==> config.mk <==
export PLATFORM = sky130hd
export DESIGN_NAME = ccff_chain_loader
export DESIGN_NICKNAME = d
export VERILOG_FILES = /design/src/rtl/ccff_chain_loader.sv
export SDC_FILE = /design/constraint.sdc
export NUM_CORES = 1
export LEC_CHECK = 0
export ABC_AREA = 1
export BUFFER_PORTS_ARGS = -buffer_cell sky130_fd_sc_hd__buf_2
export CORE_MARGIN = 2
export CORE_UTILIZATION = 59
export CTS_CLUSTER_DIAMETER = 150
export DETAILED_ROUTE_END_ITERATION = 8
export PLACE_DENSITY = 0.8
export SETUP_SLACK_MARGIN = 0.02
export SYNTH_ARGS = -nofsm -noshare
export SYNTH_HDL_FRONTEND = slang
export SYNTH_SLANG_ARGS = --single-unit
==> constraint.sdc <==
create_clock -name prog_clk -period 2.3 [get_ports prog_clk]
set_input_delay 0.345 -clock prog_clk [delete_from_list [all_inputs] [get_ports prog_clk]]
set_output_delay 0.345 -clock prog_clk [all_outputs]
set_load 0.005 [all_outputs]
==> src/rtl/ccff_chain_loader.sv <==
// Configuration-chain head driver: buffers bitstream words and shifts them MSB-first onto ccff_head.
// Define CCFF_CRC_EN to add a CRC-16 (0x1021) over the emitted bits on crc_out.
module ccff_chain_loader #(
  parameter int CHAIN_LEN = 1024,
  parameter int WORD_W    = 32,
  parameter int CNT_W     = 16
) (
  input  logic              prog_clk,
  input  logic              prog_reset_n,
  input  logic              start,
  input  logic [WORD_W-1:0] wr_data,
  input  logic              wr_valid,
  output logic              wr_ready,
  output logic              ccff_head,
  output logic              chain_clk_en,
  output logic              busy,
  output logic              done,
`ifdef CCFF_CRC_EN
  output logic [15:0]       crc_out,
`endif
  output logic [CNT_W-1:0]  bit_count
);

  localparam int NW   = (CHAIN_LEN + WORD_W - 1) / WORD_W;
  localparam int SC_W = $clog2(WORD_W + 1);

  typedef enum logic [1:0] {
    S_IDLE,
    S_LOAD,
    S_SHIFT,
    S_DONE
  } state_t;

  state_t            state_q, state_d;
  logic [WORD_W-1:0] sr_q, sr_d;
  logic [SC_W-1:0]   sr_cnt_q, sr_cnt_d;
  logic [WORD_W-1:0] hr_q, hr_d;
  logic              hr_full_q, hr_full_d;
  logic [CNT_W-1:0]  word_cnt_q, word_cnt_d;
  logic [CNT_W-1:0]  bit_cnt_q, bit_cnt_d;
  logic              head_q, head_d;
  logic              clk_en_q, clk_en_d;
  logic              accept;
  logic              start_load;
  logic              emit;

  assign busy       = (state_q == S_LOAD) || (state_q == S_SHIFT);
  assign done       = (state_q == S_DONE);
  // Ready depends only on registered state so there is no combinational path from wr_valid.
  assign wr_ready   = busy && !hr_full_q && (word_cnt_q < CNT_W'(NW));
  assign accept     = wr_valid && wr_ready;
  assign start_load = start && ((state_q == S_IDLE) || (state_q == S_DONE));
  assign emit       = (state_q == S_SHIFT);

  assign ccff_head    = head_q;
  assign chain_clk_en = clk_en_q;
  assign bit_count    = bit_cnt_q;

  always_comb begin
    // NOTE: every signal gets a default first so no path through this block can infer a latch.
    state_d    = state_q;
    sr_d       = sr_q;
    sr_cnt_d   = sr_cnt_q;
    hr_d       = hr_q;
    hr_full_d  = hr_full_q;
    word_cnt_d = word_cnt_q;
    bit_cnt_d  = bit_cnt_q;
    head_d     = head_q;
    clk_en_d   = 1'b0;

    case (state_q)
      S_IDLE, S_DONE: begin
        if (start_load) begin
          state_d    = S_LOAD;
          sr_cnt_d   = '0;
          hr_full_d  = 1'b0;
          word_cnt_d = '0;
          bit_cnt_d  = '0;
        end
      end

      S_LOAD: begin
        if (accept) begin
          sr_d       = wr_data;
          sr_cnt_d   = SC_W'(WORD_W);
          word_cnt_d = word_cnt_q + CNT_W'(1);
          state_d    = S_SHIFT;
        end
      end

      S_SHIFT: begin
        head_d    = sr_q[WORD_W-1];
        clk_en_d  = 1'b1;
        sr_d      = {sr_q[WORD_W-2:0], 1'b0};
        sr_cnt_d  = sr_cnt_q - SC_W'(1);
        bit_cnt_d = bit_cnt_q + CNT_W'(1);
        if (accept) begin
          word_cnt_d = word_cnt_q + CNT_W'(1);
        end

        if (bit_cnt_q == CNT_W'(CHAIN_LEN - 1)) begin
          // Last chain bit: whatever padding remains in the buffers is dropped.
          state_d   = S_DONE;
          sr_cnt_d  = '0;
          hr_full_d = 1'b0;
        end else if (sr_cnt_q == SC_W'(1)) begin
          if (hr_full_q) begin
            sr_d      = hr_q;
            sr_cnt_d  = SC_W'(WORD_W);
            hr_full_d = 1'b0;
          end else if (accept) begin
            sr_d     = wr_data;
            sr_cnt_d = SC_W'(WORD_W);
          end else begin
            state_d = S_LOAD;
          end
        end else if (accept) begin
          hr_d      = wr_data;
          hr_full_d = 1'b1;
        end
      end

      default: state_d = S_IDLE;
    endcase
  end

  always_ff @(posedge prog_clk) begin
    // NOTE: state registers use non-blocking assignments so all flops update from pre-edge values.
    if (!prog_reset_n) begin
      state_q    <= S_IDLE;
      sr_q       <= '0;
      sr_cnt_q   <= '0;
      hr_q       <= '0;
      hr_full_q  <= 1'b0;
      word_cnt_q <= '0;
      bit_cnt_q  <= '0;
      head_q     <= 1'b0;
      clk_en_q   <= 1'b0;
    end else begin
      state_q    <= state_d;
      sr_q       <= sr_d;
      sr_cnt_q   <= sr_cnt_d;
      hr_q       <= hr_d;
      hr_full_q  <= hr_full_d;
      word_cnt_q <= word_cnt_d;
      bit_cnt_q  <= bit_cnt_d;
      head_q     <= head_d;
      clk_en_q   <= clk_en_d;
    end
  end

`ifdef CCFF_CRC_EN
  logic [15:0] crc_q, crc_d;
  logic        crc_fb;

  assign crc_fb  = crc_q[15] ^ sr_q[WORD_W-1];
  assign crc_out = crc_q;

  always_comb begin
    crc_d = crc_q;
    if (start_load) begin
      crc_d = 16'hFFFF;
    end else if (emit) begin
      crc_d = {crc_q[14:0], 1'b0} ^ (crc_fb ? 16'h1021 : 16'h0000);
    end
  end

  always_ff @(posedge prog_clk) begin
    if (!prog_reset_n) begin
      crc_q <= 16'hFFFF;
    end else begin
      crc_q <= crc_d;
    end
  end
`endif

endmodule
# Yosys cells after proc, flatten, opt, wreduce, memory -nomap -nowiden
# Index checks and enable logic that the tools add are counted.
# word_totals
regBits	107
in_bits	36
out_inout_bits	21
elab_cells	76
# op_classes
n_reduce_logical	19
order_cmp	1
eq_ne	12
addsub	3
mux	30
n_bitwise	2
# ops
operator	n
two-way mux 32 bit	5
one-hot mux 16 bit (2 select lines)	2
one-hot mux 32 bit (2 select lines)	1
two-way mux 6 bit	6
adder 16 x 1 -> 16 bit, second input constant	2
two-way mux 16 bit	2
one-hot mux 6 bit (3 select lines)	1
equality test 16 x 10 -> 1 bit, second input constant	1
less-than comparator 16 x 6 -> 1 bit, second input constant	1
two-way mux 2 bit	6
AND reduction 2 bit	4
equality test 6 x 1 -> 1 bit, second input constant	1
inequality test 3 x 2 -> 1 bit, second input constant	2
one-hot mux 2 bit (3 select lines)	1
subtractor 6 x 1 -> 6 bit, second input constant	1
two-way mux 1 bit	5
AND reduction 5 bit	1
equality test 2 bit, second input constant	2
logical AND 1 bit	4
inequality test 2 bit, second input constant	2
inequality test 4 x 2 -> 1 bit, second input constant	1
AND reduction 4 bit	1
nonzero test 2 bit	2
OR reduction 2 bit	2
other kinds (9)	11

# Logic depth before layout (Yosys ltp)
# Gate-level depths: netlist of the first run.
# depth
word_depth	10
ltp_mapped	13
mapped_depth_nobuf	13

# Worst setup path before layout of the first run
# OpenSTA, ideal clock, no wires.
# synth_path
path_type	flip-flop to flip-flop
startpoint	reg state_q[0]
endpoint	reg sr_q[14]
path_slack_ps	325
stages_incl_launch_ff	14
n_path_buf	1
required_time_ps	2180
setup_ps	120
t_arrival_ps	1856
period_less_slack_ps	1975
cell_sequence	dfxtp_1 > inv_1 > ha_1 > nor2_2 > nand2_2 > nor2_4 > nand3_4 > nand2_1 > o21ai_1 > inv_2 > buf_2 > nand2_1 > a21oi_1 > a21oi_1
# synth_via
elab_chain_len	10
word_cells_on_any_way	14
cone_classes	3 x eq/ne; 5 x mux; 6 x reduce/logical
# synth_lines
element	line_no	source
from (decl)	34	state_t state_q, state_d;
from (signal assigned)	140	state_q <= state_d;
equality test 2 x 1 -> 1 bit or equality test 2 bit (tied branches)	47, 71	
logical OR 1 bit	47	assign busy = (state_q == S_LOAD) || (state_q == S_SHIFT);
logical AND 1 bit (2 in series)	50	assign wr_ready = busy && !hr_full_q && (word_cnt_q < CNT_W'(NW));
logical AND 1 bit	51	assign accept = wr_valid && wr_ready;
two-way mux 32 bit	111	end else if (accept) begin
two-way mux 32 bit	107	if (hr_full_q) begin
two-way mux 32 bit	106	end else if (sr_cnt_q == SC_W'(1)) begin
two-way mux 32 bit	101	if (bit_cnt_q == CNT_W'(CHAIN_LEN - 1)) begin
one-hot mux 32 bit (2 select lines)	71	case (state_q)
to (signal assigned)	141	sr_q <= sr_d;
to (decl)	35	logic [WORD_W-1:0] sr_q, sr_d;
# Several ways; a longest one is shown, not always the timed one.
# A chain may end at the register's enable or synchronous reset.

# Worst setup path in the final report of the first run
# layout_path
startpoint	reg state_q[0]
endpoint	reg sr_q[3]
# The elaborated chain is that of the path after synthesis.

==> run summary, run 1 <==
The proportion of synthesized chip area in sequential cells came out at 0.400. The total clock buffers created by CTS came out at 9. The count of endpoints failing setup in the final report is 0. The ratio of cells with drive above 1 in the final layout came out at 0.140. The die outline height came out at 99.2 microns.

The register cell area after layout is roughly 2100 sq um. The number of register bits inferred by synthesis is roughly 110. The Yosys warning count came out at 0. The biggest fanout along the worst timing path came out at 21. The detailed router finished its first iteration with 339 violations. The power dissipated by switching net loads is between 2000 and 2500 uW.

After clock tree synthesis, the clock-pin slew on the worst setup and hold paths is 110 ps. By area the synthesized netlist is led by sky130_fd_sc_hd__dfxtp_1, sky130_fd_sc_hd__nand2_1, sky130_fd_sc_hd__o21ai_0. The post-synth design cell area is 5350 sq um. The effective utilization at floorplan came out at 0.611. The clock period minus worst slack came out at about 2100 ps. IR analysis of the VDD net gives a maximum drop of around 0.46 mV. The hold violation total from the final report is 0. The mean number of vias per cell came out at ~5.6. The number of max-capacitance violations reported came out at 0. The clock tree synthesis step divided the H-tree into 3 levels. The highest clock rate is 466 MHz.

For the pin with the worst max-slew slack, the measured transition is roughly 620 ps. The CTS tree is built. After the last flow step, the layout net total stands at approximately 890.

The startpoint identified for the worst register-to-register timing path is state_q[0]. The summed negative setup slack over all endpoints came out at 0 ps. The setup slack of the worst register-to-register path came out at 160 ps.

The flow ran to the end, and the final reports show no timing, DRC or antenna violations. The path with the worst hold slack has its endpoint at hr_q[9]. The footprint of the multi-input gates came out at 2810 sq um.

The area of the die came out at 9850 sq um. Of the total power, the share spent switching nets is 0.411. The share of total power dissipated in the clock network is 0.203. The clock sink count is 107. The share of flip-flops with an asynchronous set or reset after synthesis came out at 0. Across all setup checks in the final design, the least slack found is between 150 and 200 ps. The synthesized area per cell is between 6 and 7 sq um. The total vias in the final route is roughly 5,400. For this run, the total global-route usage over all layers was measured as 0.267. The instance area after placement is approximately 5700 sq um. The placed wire-length estimate is 8480 microns.

In the finished design, the share of the clock period the worst path needs comes to 0.933. The internal cell power came out at 3570 uW. The path class of the tightest hold or removal check is input port to flip-flop.

The standard-cell row count came out at 34. The prevailing post-synth register cell is sky130_fd_sc_hd__dfxtp_1. The horizontal die dimension is 99.2 microns. The pre-CTS setup slack came out at about 47 ps. The fraction of post-synthesis cell area in the top cell type by area is 0.400. STA classifies the critical path startpoint as a flip-flop. The placeable core region is 8760 sq um. The global-route wire length before repair is 22,100 microns.

The data required time at the worst endpoint came out at 2580 ps. For this design, the CTS-stage hold fixing added 0 buffers. The number of cells on the worst reg-to-reg path is 14. The final instance area came out at about 6000 sq um.

The count of cells along the worst hold path is 3. The worst hold path begins at wr_data[9]. The sum of routed wire length over all layers came out at around 13,000 microns.

The leakage power figure came out at 0.00277 uW. Data on the critical path arrives at its endpoint at 2430 ps. In this run the count of I/O pins placed on the die edge is 57. For this design the ratio of total power to cell area is 1010 nW/um^2. The share of total power dissipated in sequential elements is 0.389.

Setup repair after global routing could not meet its margin everywhere. The most common library cell in the layout ignoring fill and taps is sky130_fd_sc_hd__nand2_1. In the final routed layout, each cell accounts on average for 13.6 microns. The number of antenna violations at the first check in global routing came out at 0. Summed over all layers, the global routing overflow is 0. The number of nets in the synthesized netlist came out at 849. STA classifies the critical path endpoint as a flip-flop. Relative to the synthesized area, the layout overhead comes to 12.0%. The clock tree root driver cell is sky130_fd_sc_hd__clkbuf_8. The number of filler cells placed in the layout came out at approximately 790. The final weighted congestion in routability-driven placement is 0.852.

The later pin in the worst-skew pair is clocked with a latency of 380 ps. The number of input and output port buffers inserted is 56. The endpoint identified for the worst register-to-register timing path is sr_q[3]. The maximum number of pins on one net before global-route repair is 72. The library cells used most frequently in the layout, excluding fill and tap cells, are sky130_fd_sc_hd__nand2_1, sky130_fd_sc_hd__dfxtp_1, sky130_fd_sc_hd__o21ai_0, sky130_fd_sc_hd__nor2_1, sky130_fd_sc_hd__a21oi_1. The synthesized design contains 0 enable-type register cells. Measured on the finished design, the core utilization comes to 0.684.

Synthesis produced a netlist whose cell count is 805. The number of distinct library cell variants in the gate-level netlist after synthesis came out at 34. The number of max-slew violations in the final report was 0. The number of antenna-violating nets in the routed design came out at 0. The headroom to the max-slew limit is 0.584.

Across the routed clock network, the largest skew measured is between 10 and 15 ps. The longest clock path from root to sink contains 2 buffers. The DRC violation count after routing is 0.

The power share of the combinational group is 0.408. Of all cell types, the one taking the most synthesized area is sky130_fd_sc_hd__dfxtp_1. The number of antenna cells inserted came out at 0. The number of global-route vias before repair is 4,926. The setup path with the least slack is of type flip-flop to flip-flop. The count of TritonRoute iterations in the first routing pass came out at 6.
==> synth_stat cells, types with 2 or more instances <==
library cell / n
sky130_fd_sc_hd__o21ai_1: 4
sky130_fd_sc_hd__o21ai_0: 89
sky130_fd_sc_hd__dfxtp_1: 107
sky130_fd_sc_hd__nor2_1: 82
sky130_fd_sc_hd__buf_1: 2
sky130_fd_sc_hd__buf_4: 2
sky130_fd_sc_hd__nor2_4: 5
sky130_fd_sc_hd__clkbuf_1: 22
sky130_fd_sc_hd__nor3b_1: 2
sky130_fd_sc_hd__ha_1: 8
sky130_fd_sc_hd__nand3_2: 2
sky130_fd_sc_hd__xnor2_1: 2
sky130_fd_sc_hd__buf_2: 14
sky130_fd_sc_hd__nor4_1: 2
sky130_fd_sc_hd__a21oi_1: 81
sky130_fd_sc_hd__nor3_1: 15
sky130_fd_sc_hd__nor2_2: 6
sky130_fd_sc_hd__nand2_2: 2
sky130_fd_sc_hd__nand2_1: 233
sky130_fd_sc_hd__a211oi_1: 3
sky130_fd_sc_hd__nand4_1: 23
sky130_fd_sc_hd__nand3_1: 24
sky130_fd_sc_hd__inv_1: 57
sky130_fd_sc_hd__xor2_1: 4
sky130_fd_sc_hd__inv_2: 5
==> final cells by class <==
class / count / area share
multi-input combinational: 594 / 0.469
sequential: 107 / 0.358
timing repair buffer: 75 / 0.0768
inverter: 63 / 0.0395
clock buffer: 10 / 0.0230
tap: 108 / 0.0226
clock inverter: 6 / 0.0117
==> power groups by stage <==
stage / logic (uW) / clock network [uW] / registers, uW
global route: 2780 / 1310 / 2390
CTS: 2340 / 1240 / 2350
global placement: 2230 / 0 / 2370
floorplan: 1730 / 0 / 2340
finish: 2470 / 1230 / 2360
detailed placement: 2310 / 0 / 2380
==> worst max-delay path, cell delays in order (launching register included) <==
cell and delay, ps:
sky130_fd_sc_hd__dfxtp_2 380, sky130_fd_sc_hd__inv_1 70, sky130_fd_sc_hd__ha_2 330, sky130_fd_sc_hd__nor2_2 110, sky130_fd_sc_hd__nand2_2 80, sky130_fd_sc_hd__nor2_4 130, sky130_fd_sc_hd__nand3_4 120, sky130_fd_sc_hd__nand2_1 100
sky130_fd_sc_hd__o21ai_1 90, sky130_fd_sc_hd__inv_2 100, sky130_fd_sc_hd__buf_4 130, sky130_fd_sc_hd__clkbuf_16 170, sky130_fd_sc_hd__nand2_1 60, sky130_fd_sc_hd__a21oi_1 110, sky130_fd_sc_hd__a21oi_1 70
==> state kept, by name, summed over array words and instances, names as in the netlist <==
name,count
bit_count,16
sr_q,32
word_cnt_q,16
sr_cnt_q,6
state_q,2
ccff_head,1
hr_full_q,1
chain_clk_en,1
hr_q,32
==> how the worst max path moves through the flow <==
| stage | end | slack (ps) | from | cells past startpoint |
|---|---|---|---|---|
| floorplan | sr_q[14] | 320 | state_q[0] | 13 |
| global placement | hr_q[19] | 180 | state_q[0] | 11 |
| detailed placement | hr_q[20] | 50 | state_q[0] | 11 |
| CTS | hr_q[23] | 6 | state_q[0] | 11 |
| global route | sr_q[15] | 10 | state_q[0] | 13 |
| finish | sr_q[3] | 160 | state_q[0] | 14 |
==> per-stage QoR <==
stage / hold WS [ps] / instances / power (uW)
global route: 233 / 963 / 6480
detailed placement: 430 / 945 / 4700
global placement: 426 / 945 / 4600
floorplan: 419 / 805 / 4070
finish: 213 / 963 / 6060
CTS: 209 / 961 / 5930
==> logic make-up (layout without fill, tap and decap cells) <==
family	Yosys count	in the layout	synth area share
buffers and inverters	104	154	0.0790
AOI/OAI and AO/OA	181	181	0.173
adders and majority gates	8	8	0.0187
DFF	107	107	0.400
and+or+nand+nor	399	399	0.320
xor gates and xnor gates	6	6	0.00982
==> layer usage <==
metal | up-vias | GRT usage | part of all wire
li1 | 2705 | - | -
met1 | 2487 | 0.352 | 0.43
met2 | 209 | 0.451 | 0.48
met3 | 19 | 0.0337 | 0.068
met4 | 0 | 0.0980 | 0.017
met5 | - | 0 | 0
==> what timing repair did <==
item / 4_1_cts / 5_1_grt
setup endpoints to repair: 2 / 75
setup buffers: 0 / 1
pin swaps: 0 / 0
gates resized for setup: 2 / 6
cloned: 0 / 1
Power figures use the tool's default switching activity.
==> run 2: changes to the inputs <==
- CORE_UTILIZATION: 59 -> 61
- CTS_BUF_LIST: unset -> sky130_fd_sc_hd__clkbuf_4
- PLACE_DENSITY: 0.8 -> 0.82
==> run 2 against run 1 <==
Against the previous run: largest power group unchanged; core utilization is 0.22 points lower; first-iteration DRC count decreased by 0.88%; global-route usage is 0.14 points lower; clock-buffer cell count is the same.
==> run summary, run 2 (synthesis results as in run 1) <==
The most common library cell in the layout ignoring fill and taps is sky130_fd_sc_hd__nand2_1. The die outline height came out at a little under 100 microns. The worst path buffer plus inverter count is 3.

The number of global-route vias before repair is ~4,900. The post-CTS clock slew at the launch and capture registers of the worst setup and hold paths is ~160 ps. The ratio of cells with drive above 1 in the final layout is 0.137. Clock tree synthesis selected as its root buffer the cell sky130_fd_sc_hd__clkbuf_4.

For this design, the CTS-stage hold fixing added 0 buffers. The routed wire length per instance is between 10 and 15 microns. The critical path in this run is classified as flip-flop to flip-flop. Power comes to 5580 uW. For this run the aggregate overflow at the end of global routing stands at 0.

The summed negative setup slack over all endpoints came out at 0 ps. Among all stages on the critical path, the largest delay is contributed by sky130_fd_sc_hd__dfxtp_2. The signal on the critical path passes through inv_1, ha_1, nor2_2, nand2_2, nor2_4, nand3_4, buf_4, nand2_2, nand3_2, buf_4, nand2_1, nand3_1, nand2_1, a21oi_1.

The count of nets left with antenna violations once routing finished came out at 0. For this design, the sink count on the clock tree is 107. The total vias in the final route came out at roughly 5,200.

The maximum buffer depth of the clock tree is 2. The cell count after placement is between 900 and 1,000. TritonCTS built the clock tree. The count of endpoints failing setup in the final report came out at 0.

Entering global routing, the biggest net connects 72 pins. The number of gates given a new drive strength after cts is 0. The placed wire-length estimate is 8440 microns. The data arrival time of the critical path is around 2500 ps. The global-route wire length before repair came out at 21,500 microns. The count of routing violations after the opening detailed-route iteration came out at 336. The largest vdd supply drop is 0.524 mV.

In this run the tightest slew margin relative to its limit is 0.603. The type of the most critical hold path is input port to flip-flop. The post-route fraction of the period consumed by the critical path came out at 0.936. Subtracting the final worst setup slack from the clock period gives around 2200 ps. STA classifies the critical path endpoint as a flip-flop. The placeable core region came out at 8590 sq um. On the critical path the largest part of the delay comes from simple AND/OR/NAND/NOR gates.

The I/O pin total came out at 57. The congestion estimate from routability-driven global placement came to 0.913. The initial utilization of the core area, before any placement, comes to 0.623.

STA puts the critical path data required time at 2650 ps. The global routing usage summed across all routing layers came out at 0.266. The mean number of vias per cell came out at 5.45. The number of antenna cells inserted came out at 0. STA classifies the critical path startpoint as a flip-flop. The biggest fanout along the worst timing path came out at 22. The number of input and output port buffers inserted is 56.

The count of TritonRoute iterations in the first routing pass came out at 4. The flow ran to the end, and the final reports show no timing, DRC or antenna violations. The layout net count is 893. The area overhead of the layout relative to synthesis came out at 9.45%. Based on the critical path, the design can be clocked at up to between 400 and 500 MHz. The H-tree depth reported by CTS is 3. Setup repair after global routing could not meet its margin everywhere. The clock reaches the later pin of the worst-skew pair after 450 ps. Between clock sinks in the finished design, the worst skew comes to 19.6 ps. At the pin with the least slew margin, the transition time is 596 ps. The leakage power figure is 0.00271 uW. The horizontal die dimension is 97.7 microns.

Buffers inserted during clock tree synthesis total 9. The DRC violation count after routing came out at 0. The number of max-slew violations in the final report is 0.

The number of filler cells placed in the layout came out at slightly below 800. The number of max-capacitance violations reported came out at 0. The die covers 9540 sq um. The largest registers in the layout are hr_q x32, sr_q x32.

The total power density per cell area is around 950 nW/um^2. After detailed routing, the total wire length is ~12,000 microns. Row generation in the floorplan step produced 34 rows. The post-CTS setup buffer count is 0.

The count of non-filler cells in the finished layout is 962. The number of antenna violations at the first check in global routing is 0. The hold violation total from the final report is 0.

On the worst path, the slowest cell contributes a delay of 400 ps. In the layout the commonest cells are sky130_fd_sc_hd__nand2_1, sky130_fd_sc_hd__dfxtp_1, sky130_fd_sc_hd__o21ai_0, sky130_fd_sc_hd__nor2_1, sky130_fd_sc_hd__a21oi_1.
==> run 2: cell count changes in the layout (fill, tap and decap cells not counted), moves of 2 or more <==
cell,change
sky130_fd_sc_hd__buf_4,+2
sky130_fd_sc_hd__clkbuf_4,+10
sky130_fd_sc_hd__clkbuf_8,-10
sky130_fd_sc_hd__clkinvlp_4,+3
==> run 2: cell type report <==
class | instances | area (sq um) | share of cell area
Sequential cell | 107 | 2140 | 0.366
Inverter | 63 | 240 | 0.0410
Clock inverter | 6 | 40.0 | 0.00684
Timing Repair Buffer | 74 | 419 | 0.0716
Clock buffer | 10 | 75.1 | 0.0128
Tap cell | 108 | 135 | 0.0231
Multi-Input combinational cell | 594 | 2800 | 0.479
==> run 2: worst min-delay path: cells and delay by family <==
kind | cells | cell delay (ps)
buffers and inverters | 1 | 100
and+or+nand+nor | 2 | 120
==> run 2: metrics by stage <==
stage               worst slack [ps]   util  area (sq um)  hold WS (ps)
floorplan                        325      -          5350           419
global placement                 203  0.665          5720           426
detailed placement              83.7  0.665          5720           436
CTS                             33.8  0.679          5830           126
global route                    11.1  0.682          5860           143
finish                           146  0.682          5860           138
==> run 2: path summary, 6_finish.rpt <==
| path | start | endpoint | slack (ps) | depth (start not counted) |
|---|---|---|---|---|
| setup / recovery | state_q[0] | sr_q[19] | 150 | 14 |
| hold reg to reg | word_cnt_q[9] | word_cnt_q[9] | 460 | 2 |
| setup reg to reg | state_q[0] | sr_q[19] | 150 | 14 |
| hold / removal | wr_data[5] | hr_q[5] | 140 | 3 |
==> run 2: metal layers <==
layer | GRT usage | wire [microns] | vias up
li1 | - | - | 2707
met1 | 0.343 | 5560 | 2355
met2 | 0.461 | 5970 | 163
met5 | 0 | 0 | -
met4 | 0.0940 | 200 | 0
met3 | 0.0309 | 711 | 17
==> run 2: where the power goes <==
group          switching (uW)  total (uW)  internal (uW)
Sequential                179        2350           2170
Combinational            1580        2370            790
Clock                     621         857            236
Total                    2380        5580           3200
